File: src/rtl/key_event_reader.sv
// key_event_reader: debounced key inputs queued as events, read over MemBus.
// Optional: define KEY_RELEASE_EVENT_EN to queue release edges as well.
module key_event_reader #(
  parameter int KEY_NUM         = 4,
  parameter int DEBOUNCE_CYCLES = 20,
  parameter int FIFO_DEPTH      = 4
) (
  input  logic               clk,
  input  logic               reset,
  input  logic [KEY_NUM-1:0] key_in,
  input  logic               MemRead,
  input  logic               MemWrite,
  input  logic [31:0]        MemBus_Address,
  input  logic [31:0]        MemBus_Write_Data,
  output logic [31:0]        Device_Read_Data,
  output logic               key_irq
);

  localparam int CNT_W = $clog2(DEBOUNCE_CYCLES + 1);
  localparam int PTR_W = $clog2(FIFO_DEPTH);
  localparam int CW    = PTR_W + 1;

  localparam logic [31:0] A_STATUS = 32'h4000_0020;
  localparam logic [31:0] A_DATA   = 32'h4000_0024;
  localparam logic [31:0] A_LEVEL  = 32'h4000_0028;

`ifdef KEY_RELEASE_EVENT_EN
  localparam bit REL_EN = 1'b1;
`else
  localparam bit REL_EN = 1'b0;
`endif

  logic [KEY_NUM-1:0] sync1_q, sync1_d;
  logic [KEY_NUM-1:0] sync2_q, sync2_d;
  logic [KEY_NUM-1:0] level_q, level_d;
  logic [KEY_NUM-1:0][CNT_W-1:0] cnt_q, cnt_d;
  logic [KEY_NUM-1:0] pend_q, pend_d;
  logic [KEY_NUM-1:0] dir_q, dir_d;

  logic [FIFO_DEPTH-1:0][3:0] mem_q, mem_d;
  logic [PTR_W-1:0] wptr_q, wptr_d;
  logic [PTR_W-1:0] rptr_q, rptr_d;
  logic [CW-1:0]    count_q, count_d;
  logic             ovf_q, ovf_d;

  logic [KEY_NUM-1:0] flip;
  logic [KEY_NUM-1:0] gnt;
  logic               found;
  logic [2:0]         sel_idx;
  logic               sel_dir;

  logic sel_status, sel_data, sel_level;
  logic empty, full, push, pop, do_write, drop;
  logic [3:0] head;
  logic [7:0] cnt8;
  logic unused_bits;

  assign sel_status = (MemBus_Address == A_STATUS);
  assign sel_data   = (MemBus_Address == A_DATA);
  assign sel_level  = (MemBus_Address == A_LEVEL);

  assign empty    = (count_q == '0);
  assign full     = (count_q == CW'(FIFO_DEPTH));
  assign push     = found;
  assign pop      = MemRead && sel_data && !empty;
  assign do_write = push && (!full || pop);
  assign drop     = push && full && !pop;
  assign head     = mem_q[rptr_q];
  assign cnt8     = 8'(count_q);
  assign key_irq  = !empty;

  assign unused_bits = ^{MemBus_Write_Data[31:2],
                         MemBus_Write_Data[0], cnt8[7:4]};

  // two-flop synchronizer for the raw key levels
  always_comb begin
    sync1_d = key_in;
    sync2_d = sync1_q;
  end

  // per-key stability counter; flips the level after a full stable run
  always_comb begin
    level_d = level_q;
    cnt_d   = cnt_q;
    flip    = '0;
    for (int k = 0; k < KEY_NUM; k++) begin
      if (sync2_q[k] != level_q[k]) begin
        if (cnt_q[k] == CNT_W'(DEBOUNCE_CYCLES - 1)) begin
          level_d[k] = sync2_q[k];
          cnt_d[k]   = '0;
          flip[k]    = 1'b1;
        end else begin
          cnt_d[k] = cnt_q[k] + 1'b1;
        end
      end else begin
        cnt_d[k] = '0;
      end
    end
  end

  // fixed-priority grant: lowest-index pending key wins
  always_comb begin
    gnt     = '0;
    found   = 1'b0;
    sel_idx = '0;
    sel_dir = 1'b0;
    for (int k = 0; k < KEY_NUM; k++) begin
      if (pend_q[k] && !found) begin
        found   = 1'b1;
        gnt[k]  = 1'b1;
        sel_idx = 3'(k);
        sel_dir = dir_q[k];
      end
    end
  end

  // pending flags: serviced keys clear, fresh edges set (fresh wins)
  always_comb begin
    pend_d = pend_q & ~gnt;
    dir_d  = dir_q;
    for (int k = 0; k < KEY_NUM; k++) begin
      if (flip[k] && (REL_EN || sync2_q[k])) begin
        pend_d[k] = 1'b1;
        dir_d[k]  = sync2_q[k];
      end
    end
  end

  // event FIFO pointers, occupancy and sticky overflow
  always_comb begin
    mem_d   = mem_q;
    wptr_d  = wptr_q;
    rptr_d  = rptr_q;
    count_d = count_q;
    ovf_d   = ovf_q;
    if (do_write) begin
      mem_d[wptr_q] = {sel_dir, sel_idx};
      wptr_d        = wptr_q + 1'b1;
    end
    if (pop) begin
      rptr_d = rptr_q + 1'b1;
    end
    count_d = count_q + CW'(do_write) - CW'(pop);
    if (MemWrite && sel_status && MemBus_Write_Data[1]) begin
      ovf_d = 1'b0;
    end
    if (drop) begin
      ovf_d = 1'b1;
    end
  end

  // read mux, combinational from strobe and address
  always_comb begin
    Device_Read_Data = '0;
    if (MemRead) begin
      unique case (1'b1)
        sel_status: Device_Read_Data =
          {24'd0, cnt8[3:0], 1'b0, full, ovf_q, !empty};
        sel_data: if (!empty) Device_Read_Data =
          {1'b1, 22'd0, head[3], 5'd0, head[2:0]};
        sel_level: Device_Read_Data = 32'(level_q);
        default: Device_Read_Data = '0;
      endcase
    end
  end

  // state registers
  always_ff @(posedge clk or negedge reset) begin
    if (!reset) begin
      sync1_q <= '0;
      sync2_q <= '0;
      level_q <= '0;
      cnt_q   <= '0;
      pend_q  <= '0;
      dir_q   <= '0;
      mem_q   <= '0;
      wptr_q  <= '0;
      rptr_q  <= '0;
      count_q <= '0;
      ovf_q   <= 1'b0;
    end else begin
      sync1_q <= sync1_d;
      sync2_q <= sync2_d;
      level_q <= level_d;
      cnt_q   <= cnt_d;
      pend_q  <= pend_d;
      dir_q   <= dir_d;
      mem_q   <= mem_d;
      wptr_q  <= wptr_d;
      rptr_q  <= rptr_d;
      count_q <= count_d;
      ovf_q   <= ovf_d;
    end
  end

endmodule

File: config.mk
export PLATFORM = sky130hd
export DESIGN_NAME = key_event_reader
export DESIGN_NICKNAME = d
export VERILOG_FILES = /design/src/rtl/key_event_reader.sv
export SDC_FILE = /design/constraint.sdc
export NUM_CORES = 1
export LEC_CHECK = 0
export ABC_AREA = 1
export CAP_MARGIN = 20
export CORE_MARGIN = 1.5
export CORE_UTILIZATION = 46
export DETAILED_ROUTE_END_ITERATION = 8
export PLACE_DENSITY = 0.78
export SETUP_SLACK_MARGIN = 0.5
export SLEW_MARGIN = 20
export SYNTH_ARGS = -nofsm -noshare
export SYNTH_HDL_FRONTEND = slang
export SYNTH_SLANG_ARGS = --single-unit
File: constraint.sdc
create_clock -name clk -period 3.05 [get_ports clk]
set_input_delay 0.4575 -clock clk [delete_from_list [all_inputs] [get_ports clk]]
set_output_delay 0.4575 -clock clk [all_outputs]
set_load 0.01 [all_outputs]
==> results of run 1 <==
[path summary, 6_finish.rpt]
| check | slack (ps) | to | start |
|---|---|---|---|
| min in group clk | 350 | sync2_q[2] | sync1_q[2] |
| max | 550 | count_q[1] | MemBus_Address[19] |
| max in group asynchronous | 2340 | count_q[1] | reset |
| min | 40 | wptr_q[1] | reset |
| max reg2reg | 720 | count_q[1] | pend_q[0] |
| min reg2reg | 350 | sync2_q[2] | sync1_q[2] |
[per-layer routing]
metal / GRT usage / part of all wire
met1: 0.219 / 0.43
met2: 0.311 / 0.50
met3: 0.0419 / 0.049
met4: 0.106 / 0.023
met5: 0 / 0
[final cells by class]
cell class | count | area share
Sequential cell | 60 | 0.374
Multi-Input combinational cell | 263 | 0.362
Timing Repair Buffer | 60 | 0.133
Inverter | 57 | 0.0533
Clock buffer | 10 | 0.0343
Tap cell | 96 | 0.0299
Clock inverter | 5 | 0.0131
[cell families (layout without fill, tap and decap cells)]
group	Yosys count	after routing	share of synthesized area
DFF	60	60	0.466
and+or+nand+nor	187	187	0.265
buffers and inverters	84	132	0.131
other	1	23	0.00116
AOI/OAI and AO/OA	23	23	0.0400
xor gates and xnor gates	19	19	0.0517
adders and majority gates	11	11	0.0450
[timing repair]
item | CTS | global route
pin swaps | 2 | 12
setup endpoints to repair | 11 | 11
buffers inserted | 0 | 6
gates resized for setup | 16 | 33
[power groups by stage]
stage | sequential [mW] | combinational [mW] | clock [mW]
after detailed placement | 0.842 | 0.130 | 0
after global routing | 0.829 | 0.155 | 0.742
after floorplan | 0.839 | 0.0760 | 0
after global placement | 0.841 | 0.126 | 0
after CTS | 0.827 | 0.132 | 0.704
final | 0.827 | 0.135 | 0.685
[stage by stage]
stage	worst slack, ps	area, um2	power, mW
after floorplan	762	3300	0.915
after global placement	174	3740	0.967
after detailed placement	120	3740	0.972
after CTS	443	3940	1.66
after global routing	415	4010	1.73
final	551	4010	1.65
[Yosys cell counts]
| master | number | area [um2] |
|---|---|---|
| or2_2 | 5 | 31.3 |
| buf_12 | 1 | 20.0 |
| o21ai_1 | 1 | 5.00 |
| xnor2_1 | 7 | 61.3 |
| nand3_1 | 31 | 155 |
| clkinv_1 | 1 | 3.75 |
| nor3_1 | 7 | 35.0 |
| nor2_4 | 2 | 22.5 |
| dfrtp_1 | 60 | 1500 |
| buf_4 | 23 | 173 |
| o21ai_0 | 15 | 75.1 |
| nand3_2 | 2 | 20.0 |
| o22ai_1 | 3 | 18.8 |
| a21oi_1 | 2 | 10.0 |
| nand2_1 | 73 | 274 |
| nand4_1 | 14 | 87.6 |
| a21boi_2 | 1 | 11.3 |
| xor2_1 | 12 | 105 |
| conb_1 | 1 | 3.75 |
| a21oi_2 | 1 | 8.76 |
| inv_2 | 1 | 3.75 |
| nand3_4 | 1 | 17.5 |
| nor2_1 | 46 | 173 |
| fa_1 | 1 | 20.0 |
| buf_2 | 3 | 15.0 |
| nand2_2 | 1 | 6.26 |
| and3_1 | 2 | 12.5 |
| nor2_2 | 2 | 12.5 |
| inv_1 | 55 | 206 |
| nand3b_1 | 1 | 7.51 |
| ha_1 | 10 | 125 |
[worst register-to-register path: cells and delay by family (launching register included)]
family | cells | cell delay [ps]
adder cells (fa/ha/maj) | 3 | 880
AND/OR/NAND/NOR | 4 | 500
buffers and inverters | 5 | 430
flip-flops | 1 | 410
[registers in the layout, summed over array words and instances (netlist names), 3 cells and up]
register,cells
cnt_q,20
count_q,3
dir_q,4
level_q,4
mem_q,12
pend_q,4
sync1_q,4
sync2_q,4
==> results.toml, run 1 <==
[placed_design]
dp_cells = 530
gp_congestion = 0.841
port-buffer-count = 50
dp_hpwl_mm = 4.70

[setup_path]
critPathBufInv = 5
critical-path-top-delay-family = "adder cells"
required_ps = 3280
critPathKind = "in2reg"
critPathMaxFanout = 3
slowest_stage = "fa_2"
startpoint_type = "input pin"
cpPeakStageDelay_ps = 510
critPathMostFrequentCell = "inv_1"
crit_arrival_ps = 2730
end_kind = "flip-flop"
crit_cells = 14
path_cells = "clkdlybuf4s50_1 > nor2_2 > nand4_1 > nor2_4 > nand2_4 > a21oi_2 > nand2_2 > inv_2 > ha_1 > inv_1 > ha_1 > inv_1 > fa_2 > inv_1"
reg2reg_depth = 12

[synthesis]
ys_seq_area_frac = 0.466
synth_area_per_cell_um2 = 8.37
synth_cell_type_count = 31
synth_area_um2 = 3220
yosys_warnings = 0
ys_seq_elements = 60
synthCells = 385

[die]
die_width_um = 86.7
die_area_um2 = 7520
initial_core_util = 0.474
io_pins = 105
coreArea_um2 = 6790
num_rows = 30
die_y_um = 86.7

[outcome]
status = "complete, no violations"

[power_and_ir_drop]
total_leakage_power_nw = 2.05
power.share.switching = 0.227
ir_worst_vdd_v = 0.000333
p_per_area_nw_per_um2 = 410
switchingPower_mw = 0.374
p_seq_frac = 0.502
pwr-share-clk = 0.416
comb_power_share = 0.082
p_int_mw = 1.27

[finish]
syn2layout_area_growth_pct = 24.6
drive_gt1_frac = 0.149
seq_area_um2 = 1500
fill_cells = 595
layout_commonest_cell = "nand2_1"
final_nets = 534
num_antenna_cells = 0
utilization = 0.591
layout.cells.non_filler = 551
multiInputGateArea_um2 = 1450
final_cell_mix = "69 x nand2_1, 60 x dfrtp_1, 54 x inv_1, 39 x clkdlybuf4s50_1, 36 x nor2_1"

[cts]
clock_path_buffers = 2
clk_latency_ps = 340
cts_root_buf = "clkbuf_8"
cts_hold_buf = 0
cts.sinks = 60
cts_tree = "yes"
path_clk_slew_ps = 70
cts_made_buffers = 9
ctsHtreeMaxLevel = 3

[global_routing]
overflow = 0
grt_max_degree = 28
globalRouteTotalUtil = 0.185
grt_pass1_wl_mm = 10.7
grt_pass1_vias = 2464
antenna_found_initial = 0

[run]
maxCapViolations = 0

[drt]
vias_per_cell = 4.59
drt_iter0_markers = 144
dr.pass1.iters = 4
post_drt_wl_per_cell_um = 11.4
vias = 2528
drc_errors = 0
drt_wl_total_mm = 6.30
ant_nets = 0

[timing]
fin_skew_ps = 9.15
rsz0062_at_grt = "yes"
finalCritPeriodShare = 0.819
slew_violations = 0
fin_crit_ps = 2500
setup_tns_ps = 0
setup_violations = 0
hold_viol_final = 0
holdWs_ps = 35.3
max_freq_mhz = 400

[worst_hold_path]
min_path_type = "in2async"
Power figures use the tool's default switching activity.
==> inputs of run 2 (changes only) <==
--- a/config.mk
+++ b/config.mk
@@ -8,9 +8,9 @@
 export ABC_AREA = 1
 export CAP_MARGIN = 20
 export CORE_MARGIN = 1.5
-export CORE_UTILIZATION = 46
+export CORE_UTILIZATION = 42
 export DETAILED_ROUTE_END_ITERATION = 8
-export PLACE_DENSITY = 0.78
+export PLACE_DENSITY = 0.75
 export SETUP_SLACK_MARGIN = 0.5
 export SLEW_MARGIN = 20
 export SYNTH_ARGS = -nofsm -noshare
==> constraint.sdc (replaced) <==
create_clock -name clk -period 2.24 [get_ports clk]
set_input_delay 0.336 -clock clk [delete_from_list [all_inputs] [get_ports clk]]
set_output_delay 0.336 -clock clk [all_outputs]
set_load 0.01 [all_outputs]
==> results.toml, run 2 (synthesis gave the netlist of run 1 again) <==
[drt]
post_drt_wl_per_cell_um = 11.7
dr.pass1.iters = 4
vias_per_cell = 4.67
drc_errors = 0
drt_iter0_markers = 96
vias = 2669
ant_nets = 0
drt_wl_total_mm = 6.67

[finish]
layout.cells.non_filler = 572
syn2layout_area_growth_pct = 34.6
final_cell_mix = "57 x dfrtp_1, 55 x nand2_1, 38 x inv_1, 30 x nand3_1, 27 x nor2_1"
num_antenna_cells = 0
largest-register = "cnt_q"
layout_commonest_cell = "dfrtp_1"
utilization = 0.592
drive_gt1_frac = 0.355
top_regs = "cnt_q x20, mem_q x12"
final_nets = 551
largest_reg_flops = 20

[timing]
rsz0062_at_grt = "yes"
setup_ws_ps = 278
fin_crit_ps = 1960
finalCritPeriodShare = 0.876
setup_violations = 0
hold_viol_final = 0
setup_tns_ps = 0
slew_headroom = 0.511
tightest_slew_ps = 733
fin_skew_ps = 2.56
slew_violations = 0
max_freq_mhz = 510

[outcome]
status = "complete, no violations"

[placed_design]
port-buffer-count = 50
dp_hpwl_mm = 4.72
dp_cells = 542
dp_slack_ps = -499
gp_congestion = 0.805

[cts]
cts.sinks = 60
cts_root_buf = "clkbuf_8"
clock_path_buffers = 2
cts_made_buffers = 9
ctsHtreeMaxLevel = 3
path_clk_slew_ps = 70
cts_tree = "yes"
clk_latency_ps = 340
cts_hold_buf = 0

[power_and_ir_drop]
ir_worst_vdd_v = 0.000493
total_leakage_power_nw = 2.20
switchingPower_mw = 0.555
p_int_mw = 1.82
power.share.switching = 0.234
p_seq_frac = 0.474
pwr-share-clk = 0.442
comb_power_share = 0.083
p_per_area_nw_per_um2 = 547

[die]
io_pins = 105
die_y_um = 90.6
die_width_um = 90.6
initial_core_util = 0.439
num_rows = 31
die_area_um2 = 8210
coreArea_um2 = 7330

[setup_path]
cpPeakStageDelay_ps = 510
critical-path-top-delay-family = "adder cells"
critPathMaxFanout = 3
required_ps = 2480
end_kind = "flip-flop"
slowest_stage = "fa_2"
crit_arrival_ps = 2200
critPathKind = "in2reg"
crit_start = "MemBus_Address[21]"
startpoint_type = "input pin"
critPathBufInv = 5
reg2reg_setup_slack_ps = 280
path_cells = "buf_6 > nor2_4 > nand4_1 > nor2_4 > buf_6 > nand3_4 > nand3_4 > nand2_4 > ha_4 > inv_4 > ha_4 > inv_2 > fa_2 > inv_1"
crit-reg2reg-launch = "pend_q[1]"

[global_routing]
overflow = 0
grt_max_degree = 61
antenna_found_initial = 0
grt_pass1_vias = 2646
globalRouteTotalUtil = 0.175
grt_pass1_wl_mm = 11.5

[run]
maxCapViolations = 0

[worst_hold_path]
min_path_type = "in2async"
==> run 2: changes by cell type in the layout (fill, tap and decap cells not counted), sizes merged <==
cell | previous run | this run
clkbuf | 16 | 9
clkdlybuf4s50 | 39 | 6
dlymetal6s2s | 1 | 0
buf | 12 | 68
bufinv | 1 | 2
clkinv | 4 | 5
clkdlybuf4s15 | 0 | 1
==> run 2: layout make-up <==
cell class	instances	area [um2]
fillers	651	2990
flip-flops and latches	60	1510
inverters	57	251
multi-input cells	263	1640
clock buffers	9	124
well taps	99	124
clock inverters	7	91.3
repair buffers	77	602
==> run 2: worst paths after layout <==
kind                         endpoint  cells after the start
min in group clk           sync2_q[2]                      0
setup reg to reg           count_q[1]                     11
max in group asynchronous   rptr_q[1]                      2
setup / recovery           count_q[1]                     14
hold / removal              cnt_q[16]                      2
hold reg to reg            sync2_q[2]                      0
==> run 2: through the flow <==
stage                     instance area, um2  hold WS, ps  power [mW]
after floorplan                         3430         40.4        1.26
after global placement                  3940          333        1.34
after detailed placement                3940          335        1.35
after CTS                               4180          153        2.39
after global routing                    4340          209        2.48
final                                   4340          125        2.37
==> run 2: power groups by stage <==
stage	combinational (mW)	sequential (mW)	clock, mW
2_1_floorplan	0.113	1.14	0
3_3_place_gp	0.195	1.14	0
3_5_place_dp	0.199	1.15	0
4_1_cts	0.182	1.13	1.08
5_1_grt	0.224	1.13	1.13
6_report	0.198	1.13	1.05
==> run 2: worst register-to-register path, stage by stage, from the launching register on <==
cell     delay (ps)
dfrtp_1         420
nor2_2          160
nand2_2          80
inv_1            90
nand2_2          80
nand2_4          80
ha_4            210
inv_4            50
ha_4            110
inv_2            30
fa_2            510
inv_1            40
==> run 2: timing repair <==
action                                 in CTS  in global routing
gates cloned                                0                  0
pin swaps                                  42                 23
gates resized for setup                   197                 34
setup endpoints to repair                  21                 12
setup buffers                               7                  7
endpoints found under the hold margin       0                  0
==> run 2: layer usage <==
| layer | wire, um | GRT usage | share of wire | up-vias |
|---|---|---|---|---|
| met3 | 317 | 0.0598 | 0.048 | 13 |
| li1 | - | - | - | 1332 |
| met5 | 0 | 0 | 0 | - |
| met4 | 152 | 0.0714 | 0.023 | 0 |
| met2 | 3390 | 0.297 | 0.51 | 60 |
| met1 | 2810 | 0.201 | 0.42 | 1264 |
==> inputs of run 3 (changes only) <==
--- a/config.mk
+++ b/config.mk
@@ -8,9 +8,9 @@
 export ABC_AREA = 1
 export CAP_MARGIN = 20
 export CORE_MARGIN = 1.5
-export CORE_UTILIZATION = 42
+export CORE_UTILIZATION = 46
 export DETAILED_ROUTE_END_ITERATION = 8
-export PLACE_DENSITY = 0.75
+export PLACE_DENSITY = 0.78
 export SETUP_SLACK_MARGIN = 0.5
 export SLEW_MARGIN = 20
 export SYNTH_ARGS = -nofsm -noshare
==> constraint.sdc (replaced) <==
create_clock -name clk -period 1.9 [get_ports clk]
set_input_delay 0.285 -clock clk [delete_from_list [all_inputs] [get_ports clk]]
set_output_delay 0.285 -clock clk [all_outputs]
set_load 0.01 [all_outputs]
==> results.toml, run 3 (synthesis gave the netlist of run 1 again) <==
[global_routing]
grt_max_degree = 40
overflow = 0
globalRouteTotalUtil = 0.202
grt_pass1_wl_mm = 11.9
antenna_found_initial = 0
grt_pass1_vias = 2699

[cts]
clock_path_buffers = 2
cts_made_buffers = 9
cts_tree = "yes"
path_clk_slew_ps = 70
cts_root_buf = "clkbuf_8"
ctsHtreeMaxLevel = 3
cts.sinks = 60
clk_latency_ps = 340

[timing]
setup_violations = 4
finalCritPeriodShare = 1.03
max_freq_mhz = 512
fin_crit_ps = 1950
holdWs_ps = 350
rsz0062_at_grt = "yes"
fin_skew_ps = 12.7
hold_viol_final = 0
slew_violations = 0
setup_ws_ps = -51.4
setup_tns_ps = -112

[finish]
largest-register = "cnt_q"
fill_cells = 484
layout_commonest_cell = "dfrtp_1"
top_regs = "cnt_q x20, mem_q x12"
layout.cells.non_filler = 584
largest_reg_flops = 20
num_antenna_cells = 0
syn2layout_area_growth_pct = 42.7
final_nets = 566
utilization = 0.677
drive_gt1_frac = 0.402
design_area_um2 = 4600
final_cell_mix = "58 x dfrtp_1, 52 x nand2_1, 31 x nor2_1, 30 x inv_1, 30 x buf_4"

[setup_path]
slowest_stage = "fa_2"
reg2reg_to = "count_q[1]"
path_cells = "buf_2 > nor2_4 > nand4_1 > nor2_4 > nand2_4 > a21oi_4 > nand2_2 > inv_2 > ha_4 > inv_4 > ha_4 > inv_2 > fa_2 > inv_2"
crit_start = "MemBus_Address[16]"
required_ps = 2130
end_kind = "flip-flop"
critical-path-top-delay-family = "adder cells"
crit_arrival_ps = 2180
startpoint_type = "input pin"
cpPeakStageDelay_ps = 530
reg2reg_depth = 10
critPathMaxFanout = 3
critPathMostFrequentCell = "inv_2"
reg2reg_setup_slack_ps = -30
critPathKind = "in2reg"
critPathBufInv = 5
crit-reg2reg-launch = "count_q[1]"

[power_and_ir_drop]
comb_power_share = 0.087
ir_worst_vdd_v = 0.000834
p_int_mw = 2.27
power.share.switching = 0.222
p_seq_frac = 0.455
pwr-share-clk = 0.458
switchingPower_mw = 0.649
p_per_area_nw_per_um2 = 635
total_leakage_power_nw = 2.31
power.total_mw = 2.92

[drt]
drt_wl_total_mm = 7.39
post_drt_wl_per_cell_um = 12.7
drc_errors = 0
ant_nets = 0
dr.pass1.iters = 4
vias_per_cell = 4.73
vias = 2764
drt_iter0_markers = 101

[die]
coreArea_um2 = 6790
die_area_um2 = 7520
initial_core_util = 0.474
die_y_um = 86.7
io_pins = 105
num_rows = 30
die_width_um = 86.7

[placed_design]
dp_slack_ps = -757
dp_cells = 551
port-buffer-count = 50
placed_area_um2 = 4060
dp_hpwl_mm = 4.95
gp_congestion = 0.774

[worst_hold_path]
hold_start = "sync1_q[3]"
min_path_type = "reg2reg"
hold_end = "sync2_q[3]"
whs_path_depth = 0

[outcome]
status = "finished with violations"
violations = "setup timing"

[run]
maxCapViolations = 0
==> run 3: worst max path at each step <==
stage	endpoint	cells past startpoint
4_1_cts	count_q[1]	11
5_1_grt	Device_Read_Data[1]	9
3_5_place_dp	Device_Read_Data[5]	11
6_report	count_q[1]	14
3_3_place_gp	Device_Read_Data[2]	11
2_1_floorplan	count_q[1]	12
==> run 3: cell type report <==
type	count	area, um2	area share
sequential	60	1500	0.327
clock buffer	13	169	0.0367
inverter	57	267	0.0580
tap	96	120	0.0261
clock inverter	3	67.6	0.0147
timing repair buffer	92	756	0.164
multi-input combinational	263	1720	0.373
==> run 3: routing by layer <==
| metal | vias up | routed length, um | GRT usage |
|---|---|---|---|
| met5 | - | 0 | 0 |
| met4 | 0 | 88 | 0.0748 |
| met3 | 8 | 353 | 0.0495 |
| met2 | 71 | 3870 | 0.338 |
| met1 | 1320 | 3080 | 0.253 |
| li1 | 1365 | - | - |
==> run 3: timing repair <==
item	4_1_cts	5_1_grt
gates resized for setup	202	53
buffers inserted	10	6
hold buffers	1	0
pin swaps	41	29
setup endpoints to repair	31	36
endpoints found under the hold margin	21	0
==> run 3: power groups by stage <==
stage,registers (mW),clock network [mW],logic (mW)
final,1.33,1.34,0.253
after global routing,1.33,1.43,0.285
after CTS,1.33,1.37,0.235
after detailed placement,1.35,0,0.242
after global placement,1.35,0,0.235
after floorplan,1.35,0,0.135
==> RTL edit 1, RTL diff (config.mk and constraints of run 3) <==
Change the localparam `REL_EN` from 1'b0 to 1'b1.
--- a/src/rtl/key_event_reader.sv
+++ b/src/rtl/key_event_reader.sv
@@ -27,7 +27,7 @@
 `ifdef KEY_RELEASE_EVENT_EN
   localparam bit REL_EN = 1'b1;
 `else
-  localparam bit REL_EN = 1'b0;
+  localparam bit REL_EN = 1'b1;
 `endif
 
   logic [KEY_NUM-1:0] sync1_q, sync1_d;
Behaviour: same outputs for any inputs over 10 cycles, from zero or initial values and one cycle with reset low; that may be too few to reach the edited logic, so the function may still have changed.
==> RTL edit 1 against run 3 <==
- total power down 21%
- register-to-register slack improved by 0.04 ns
- synthesized area is 4.7% lower
- worst setup slack improved by 0.064 ns
- final area down 10%
- wire length shrank 6.8%
- combinational power decreased by 4%
- sequential cell count down 4
- count of clock-buffer cells in the layout shrank 7
- die area is 4.5% lower
- critical endpoint unchanged
- largest power group is now registers
==> RTL edit 1: results (changes against run 3) <==
| Metric | Value |
|---|---|
| Status | complete, no violations (was finished with violations) |
| Max cap viols | 0 (unchanged) |
| FFs w/ async S/R, synth | 1.000 (unchanged) |
| Largest net degree at the start of global routing | 34 (was 40) |
| Worst-margin pin slew | 0.5973 ns |
| DRT Pass-1 Iters | 4 (unchanged) |
| HP Class | reg2reg (unchanged) |
| Final #Nets | 537 (was 566) |
| Synth area leaders | dfrtp_1 46%, nand2_1 9.3%, buf_4 5.6% (was dfrtp_1 47%, nand2_1 8.5%, inv_1 6.4%) |
| First DRT Iteration DRCs | 128 (was 101) |
| Final critical-path share of the clock period | 0.9936 (was 1.027) |
| Crit Path Max Fanout | 2 (was 3) |
| Fraction of layout instances using a drive strength above 1 | 0.3824 (was 0.4016) |
| Clock slew at reported path FFs | 0.10 ns (was 0.07 ns) |
| First-pass GRT wire length | 11.16 mm (was 11.88 mm) |
| Top_reg_cell synth | dfrtp_1 (unchanged) |
| VDD IR max | 0.4025 mV (was 0.8343 mV) |
| Synth cell count leaders | 76 x nand2_1, 56 x dfrtp_1, 46 x inv_1, 44 x nor2_1, 27 x nand3_1 (was 73 x nand2_1, 60 x dfrtp_1, 55 x inv_1, 46 x nor2_1, 31 x nand3_1) |
| N_diodes | 0 (unchanged) |
| GRT Total Usage | 0.1891 (was 0.2018) |
| Crit path DAT | 2.11 ns (was 2.18 ns) |
| Yosys warning count | 0 (unchanged) |
| Synth cell types | 30 (was 31) |
| GPL Wtd Cong | 0.8245 (was 0.7737) |
| DR vias/cell | 4.976 (was 4.733) |
| Antenna violations before repair | 0 (unchanged) |
| Vias in the first global route | 2628 (was 2699) |
| CTS H-tree lvls | 2 (was 3) |
| Placement Setup Slack | -0.7209 ns (was -0.7574 ns) |
| Final setup skew | 0.009023 ns (was 0.01270 ns) |
| HPWL after detailed placement | 4.823 mm (was 4.951 mm) |
| Static leakage power | 2.095 nW (was 2.310 nW) |
| I/O Buffers | 50 (unchanged) |
| Regs by FF count | cnt_q (20), mem_q (12) (unchanged) |
| Total CTS buffers | 5 (was 9) |
| Filler cells | 543 (was 484) |
| CP max stage delay | 0.51 ns (was 0.53 ns) |
| Worst-skew pair later-pin latency | 0.31 ns (was 0.34 ns) |
| WL final | 6.884 mm (was 7.388 mm) |
| Post-synthesis sequential area ratio | 0.4564 (was 0.4660) |
[RTL edit 1: repair_timing]
item                       CTS  global route
gates resized for setup    163            77
pin swaps                   34            31
setup endpoints to repair   37            34
buffers inserted             8             3
hold buffers                 1             0
hold endpoints to repair    22             0
[RTL edit 1: area by class of cell]
cell class	instances	share of cell area
Inverter	49	0.05003
Tap cell	77	0.02335
Clock buffer	6	0.02001
Clock inverter	2	0.009400
Sequential cell	56	0.3399
Multi-Input combinational cell	259	0.3978
Timing Repair Buffer	83	0.1595
[RTL edit 1: per-layer routing]
| layer | GRT usage | routed length (µm) | vias up |
|---|---|---|---|
| met5 | 0 | 0 | - |
| met4 | 0.04692 | 169 | 0 |
| met3 | 0.05015 | 468 | 19 |
| met2 | 0.3463 | 3577 | 104 |
| met1 | 0.2194 | 2668 | 1228 |
| li1 | - | - | 1296 |
[RTL edit 1: kinds of logic (layout without fill, tap and decap cells)]
kind of cell | count (synthesis) | after routing | synth area share
AND/OR/NAND/NOR | 186 | 186 | 0.2812
buffers and inverters | 76 | 140 | 0.1251
flip-flops | 56 | 56 | 0.4564
AO/OA/AOI/OAI | 21 | 21 | 0.03668
XOR/XNOR | 17 | 17 | 0.04849
adder cells (fa/ha/maj) | 11 | 11 | 0.04727
other | 1 | 23 | 0.001221
multiplexers | 1 | 1 | 0.003667
[RTL edit 1: final timing paths]
kind                                       from  cells past startpoint                   end  slack (ns)
setup / recovery           count_q[0]$_DFF_PN0_                     10  count_q[1]$_DFF_PN0_        0.01
hold / removal             sync1_q[1]$_DFF_PN0_                      0  sync2_q[1]$_DFF_PN0_        0.36
setup reg to reg           count_q[0]$_DFF_PN0_                     10  count_q[1]$_DFF_PN0_        0.01
hold reg to reg            sync1_q[1]$_DFF_PN0_                      0  sync2_q[1]$_DFF_PN0_        0.36
max in group asynchronous                 reset                      3   cnt_q[12]$_DFF_PN0_        0.82
min in group asynchronous                 reset                      2  count_q[1]$_DFF_PN0_        0.51
[RTL edit 1: stage by stage]
step                      total power, mW  cells  area (µm²)  setup TNS, ns
final                               2.296    532        4126              0
after global routing                2.398    532        4126        -0.1027
after CTS                           2.282    529        3940       -0.02364
after detailed placement            1.495    512        3824         -10.11
after global placement              1.485    512        3824         -9.350
after floorplan                     1.387    391        3262        -0.3120
[RTL edit 1: power breakdown]
part | switching (mW) | internal, mW | total (mW)
Combinational | 0.133 | 0.111 | 0.244
Sequential | 0.0208 | 1.22 | 1.24
Clock | 0.380 | 0.431 | 0.811
[RTL edit 1: critical path, delay by kind of cell (launching register included)]
family | cells | cell delay, ns
and+or+nand+nor | 3 | 0.32
DFF | 1 | 0.41
adders and majority gates | 3 | 0.83
buffers and inverters | 4 | 0.25
==> RTL edit 2, RTL diff (settings of run 3) <==
Made on the original files. Put a register stage on the output `Device_Read_Data`, with the module's reset. The value now appears one clock later. The other outputs are not delayed to match.
--- a/src/rtl/key_event_reader.sv
+++ b/src/rtl/key_event_reader.sv
@@ -24,6 +24,8 @@
   localparam logic [31:0] A_DATA   = 32'h4000_0024;
   localparam logic [31:0] A_LEVEL  = 32'h4000_0028;
 
+  logic [31:0] Device_Read_Data_d;
+
 `ifdef KEY_RELEASE_EVENT_EN
   localparam bit REL_EN = 1'b1;
 `else
@@ -151,15 +153,15 @@
 
   // read mux, combinational from strobe and address
   always_comb begin
-    Device_Read_Data = '0;
+    Device_Read_Data_d = '0;
     if (MemRead) begin
       unique case (1'b1)
-        sel_status: Device_Read_Data =
+        sel_status: Device_Read_Data_d =
           {24'd0, cnt8[3:0], 1'b0, full, ovf_q, !empty};
-        sel_data: if (!empty) Device_Read_Data =
+        sel_data: if (!empty) Device_Read_Data_d =
           {1'b1, 22'd0, head[3], 5'd0, head[2:0]};
-        sel_level: Device_Read_Data = 32'(level_q);
-        default: Device_Read_Data = '0;
+        sel_level: Device_Read_Data_d = 32'(level_q);
+        default: Device_Read_Data_d = '0;
       endcase
     end
   end
@@ -193,5 +195,13 @@
     end
   end
 
+  always_ff @(posedge clk or negedge reset) begin
+    if (!reset) begin
+      Device_Read_Data <= '0;
+    end else begin
+      Device_Read_Data <= Device_Read_Data_d;
+    end
+  end
+
 endmodule
 
Formal check against the unedited RTL: no difference found for any inputs over 10 cycles, from zero or initial values and one cycle with reset low; that may be too few to reach the edited logic, so the function may still have changed.
==> RTL edit 2 against run 3 <==
- the run still ends with negative setup slack left
- final area about the same
- total power down 5.4%
- maximum frequency about the same
- sequential cell count up 9
- synthesized area up 7.1%
- worst setup slack worse by 0.0013 ns
- die area up 6.8%
- wire length up 0.54%
- largest cell class is now flip-flops and latches
- largest power group is now registers
==> RTL edit 2: results (changes against run 3) <==
| Metric | Value |
|---|---|
| Post-synthesis sequential area ratio | 0.5005 (was 0.4660) |
| GRT Total Usage | 0.2007 (was 0.2018) |
| GPL Wtd Cong | 0.8299 (was 0.7737) |
| DP Area | 0.004212 mm² (was 0.004061 mm²) |
| Setup WS post-layout | -0.05270 ns (was -0.05144 ns) |
| Vias in the first global route | 2754 (was 2699) |
| Post-synthesis compound-gate area fraction | 0.03446 (was 0.04000) |
| DR vias/cell | 4.758 (was 4.733) |
| Final setup skew | 0.007943 ns (was 0.01270 ns) |
| Fraction of layout instances using a drive strength above 1 | 0.3219 (was 0.4016) |
| Synth Area in XOR/XNOR | 0.04570 (was 0.05165) |
| First DRT Iteration DRCs | 105 (was 101) |
| Adder-Cell Fraction of Synth Area | 0.04207 (was 0.04505) |
| Placement Setup Slack | -0.7674 ns (was -0.7574 ns) |
| FF-to-FF path depth | 12 (was 10) |
| Hold Crit Start | sync1_q[0]$_DFF_PN0_ (was sync1_q[3]$_DFF_PN0_) |
| Largest net degree at the start of global routing | 70 (was 40) |
| DR WL/cell | 12.46 µm (was 12.65 µm) |
| FFs w/ async S/R, synth | 1.000 (unchanged) |
| Setup tns final | -0.05270 ns (was -0.1119 ns) |
| Synth cell count leaders | 72 x nand2_1, 69 x dfrtp_1, 50 x inv_1, 47 x nor2_1, 29 x nand3_1 (was 73 x nand2_1, 60 x dfrtp_1, 55 x inv_1, 46 x nor2_1, 31 x nand3_1) |
| First-pass GRT wire length | 12.13 mm (was 11.88 mm) |
| Final #Nets | 578 (was 566) |
| Synth area leaders | dfrtp_1 50%, nand2_1 7.8%, inv_1 5.4% (was dfrtp_1 47%, nand2_1 8.5%, inv_1 6.4%) |
| Static leakage power | 2.372 nW (was 2.310 nW) |
| Failing checks | negative setup slack (unchanged) |
| HPWL after detailed placement | 4.907 mm (was 4.951 mm) |
| N_diodes | 0 (unchanged) |
| Status | finished with violations (unchanged) |
| Top_reg_cell synth | dfrtp_1 (unchanged) |
| Hold endpoint | sync2_q[0]$_DFF_PN0_ (was sync2_q[3]$_DFF_PN0_) |
| Met1 wire length | 3.038 mm (was 3.076 mm) |
| Finish-stage setup viols | 1 (was 4) |
| CP max stage delay | 0.54 ns |
| WL met3 | 361 µm (was 353 µm) |
| Routed wl met2 | 3.856 mm (was 3.870 mm) |
| Synth cell types | 30 (was 31) |
| Regs by FF count | cnt_q (20), mem_q (12), Device_Read_Data (9) (was cnt_q (20), mem_q (12)) |
| VDD IR max | 0.5471 mV (was 0.8343 mV) |
==> RTL edit 2: changes by cell type in the layout (fill, tap and decap cells not counted), moves of 4 or more <==
| cell | run 3 | this run |
|---|---|---|
| dfrtp_1 | 58 | 69 |
| clkbuf_2 | 2 | 18 |
| nor2_1 | 31 | 39 |
| inv_2 | 17 | 10 |
| nand2_1 | 52 | 59 |
| buf_2 | 25 | 11 |
| dlygate4sd2_1 | 1 | 9 |
| nand2_4 | 6 | 2 |
| inv_1 | 30 | 38 |
| buf_6 | 25 | 15 |
| nand3_2 | 7 | 3 |
==> RTL edit 2: area by class of cell <==
class	count	area, µm²
clock inverter	2	12.51
clock buffer	11	141.4
sequential	69	1727
multi-input combinational	266	1622
inverter	53	221.5
timing repair buffer	96	753.2
tap	99	123.9
fill	608	2653
==> RTL edit 2: worst register-to-register path: cells and delay by family (launching register included) <==
family | cells | cell delay [ns]
simple gates | 4 | 0.34
flops | 1 | 0.39
fa+ha+maj | 3 | 0.86
buf+inv | 5 | 0.24
==> RTL edit 2: cell families (layout without fill, tap and decap cells) <==
group | count (synthesis) | in the layout
compound gates | 22 | 22
xor+xnor | 18 | 18
fa+ha+maj | 11 | 11
buf+inv | 80 | 162
flops | 69 | 69
other cells | 1 | 23
simple gates | 192 | 192
==> RTL edit 2: where the power goes <==
group	switching, mW	internal [mW]	leakage (nW)	total, mW
combinational	0.134	0.114	1.36	0.248
clock	0.509	0.485	0.0771	0.995
sequential	0.0220	1.50	0.930	1.52
==> RTL edit 2: worst max-delay path by stage <==
| stage | startpoint | endpoint | slack, ns |
|---|---|---|---|
| finish | MemBus_Address[25] | count_q[1]$_DFF_PN0_ | -0.05 |
| global route | count_q[1]$_DFF_PN0_ | count_q[1]$_DFF_PN0_ | -0.14 |
| global placement | MemBus_Address[21] | count_q[1]$_DFF_PN0_ | -0.69 |
| CTS | count_q[1]$_DFF_PN0_ | count_q[1]$_DFF_PN0_ | -0.04 |
| floorplan | MemBus_Address[21] | count_q[1]$_DFF_PN0_ | -0.18 |
| detailed placement | MemBus_Address[11] | count_q[1]$_DFF_PN0_ | -0.77 |
==> RTL edit 2: timing repair <==
action,in CTS,in global routing
resized for setup,115,49
buffers inserted,18,8
hold buffers,1,0
endpoints found under the hold margin,69,0
pin swaps,45,35
endpoints found under the setup margin,40,36
==> RTL edit 2: layer usage <==
metal,vias up,track usage
li1,1397,-
met1,1339,0.2316
met2,83,0.3507
met3,17,0.05119
met4,0,0.09091
met5,-,0
==> RTL edit 2: metrics by stage <==
stage          hold WS (ns)  power (mW)  std cells
5_1_grt              0.3536       2.893        596
4_1_cts              0.3467       2.790        588
6_report             0.3487       2.762        596
3_5_place_dp         0.3325       1.780        556
3_3_place_gp         0.3318       1.773        556
2_1_floorplan      -0.01059       1.673        415
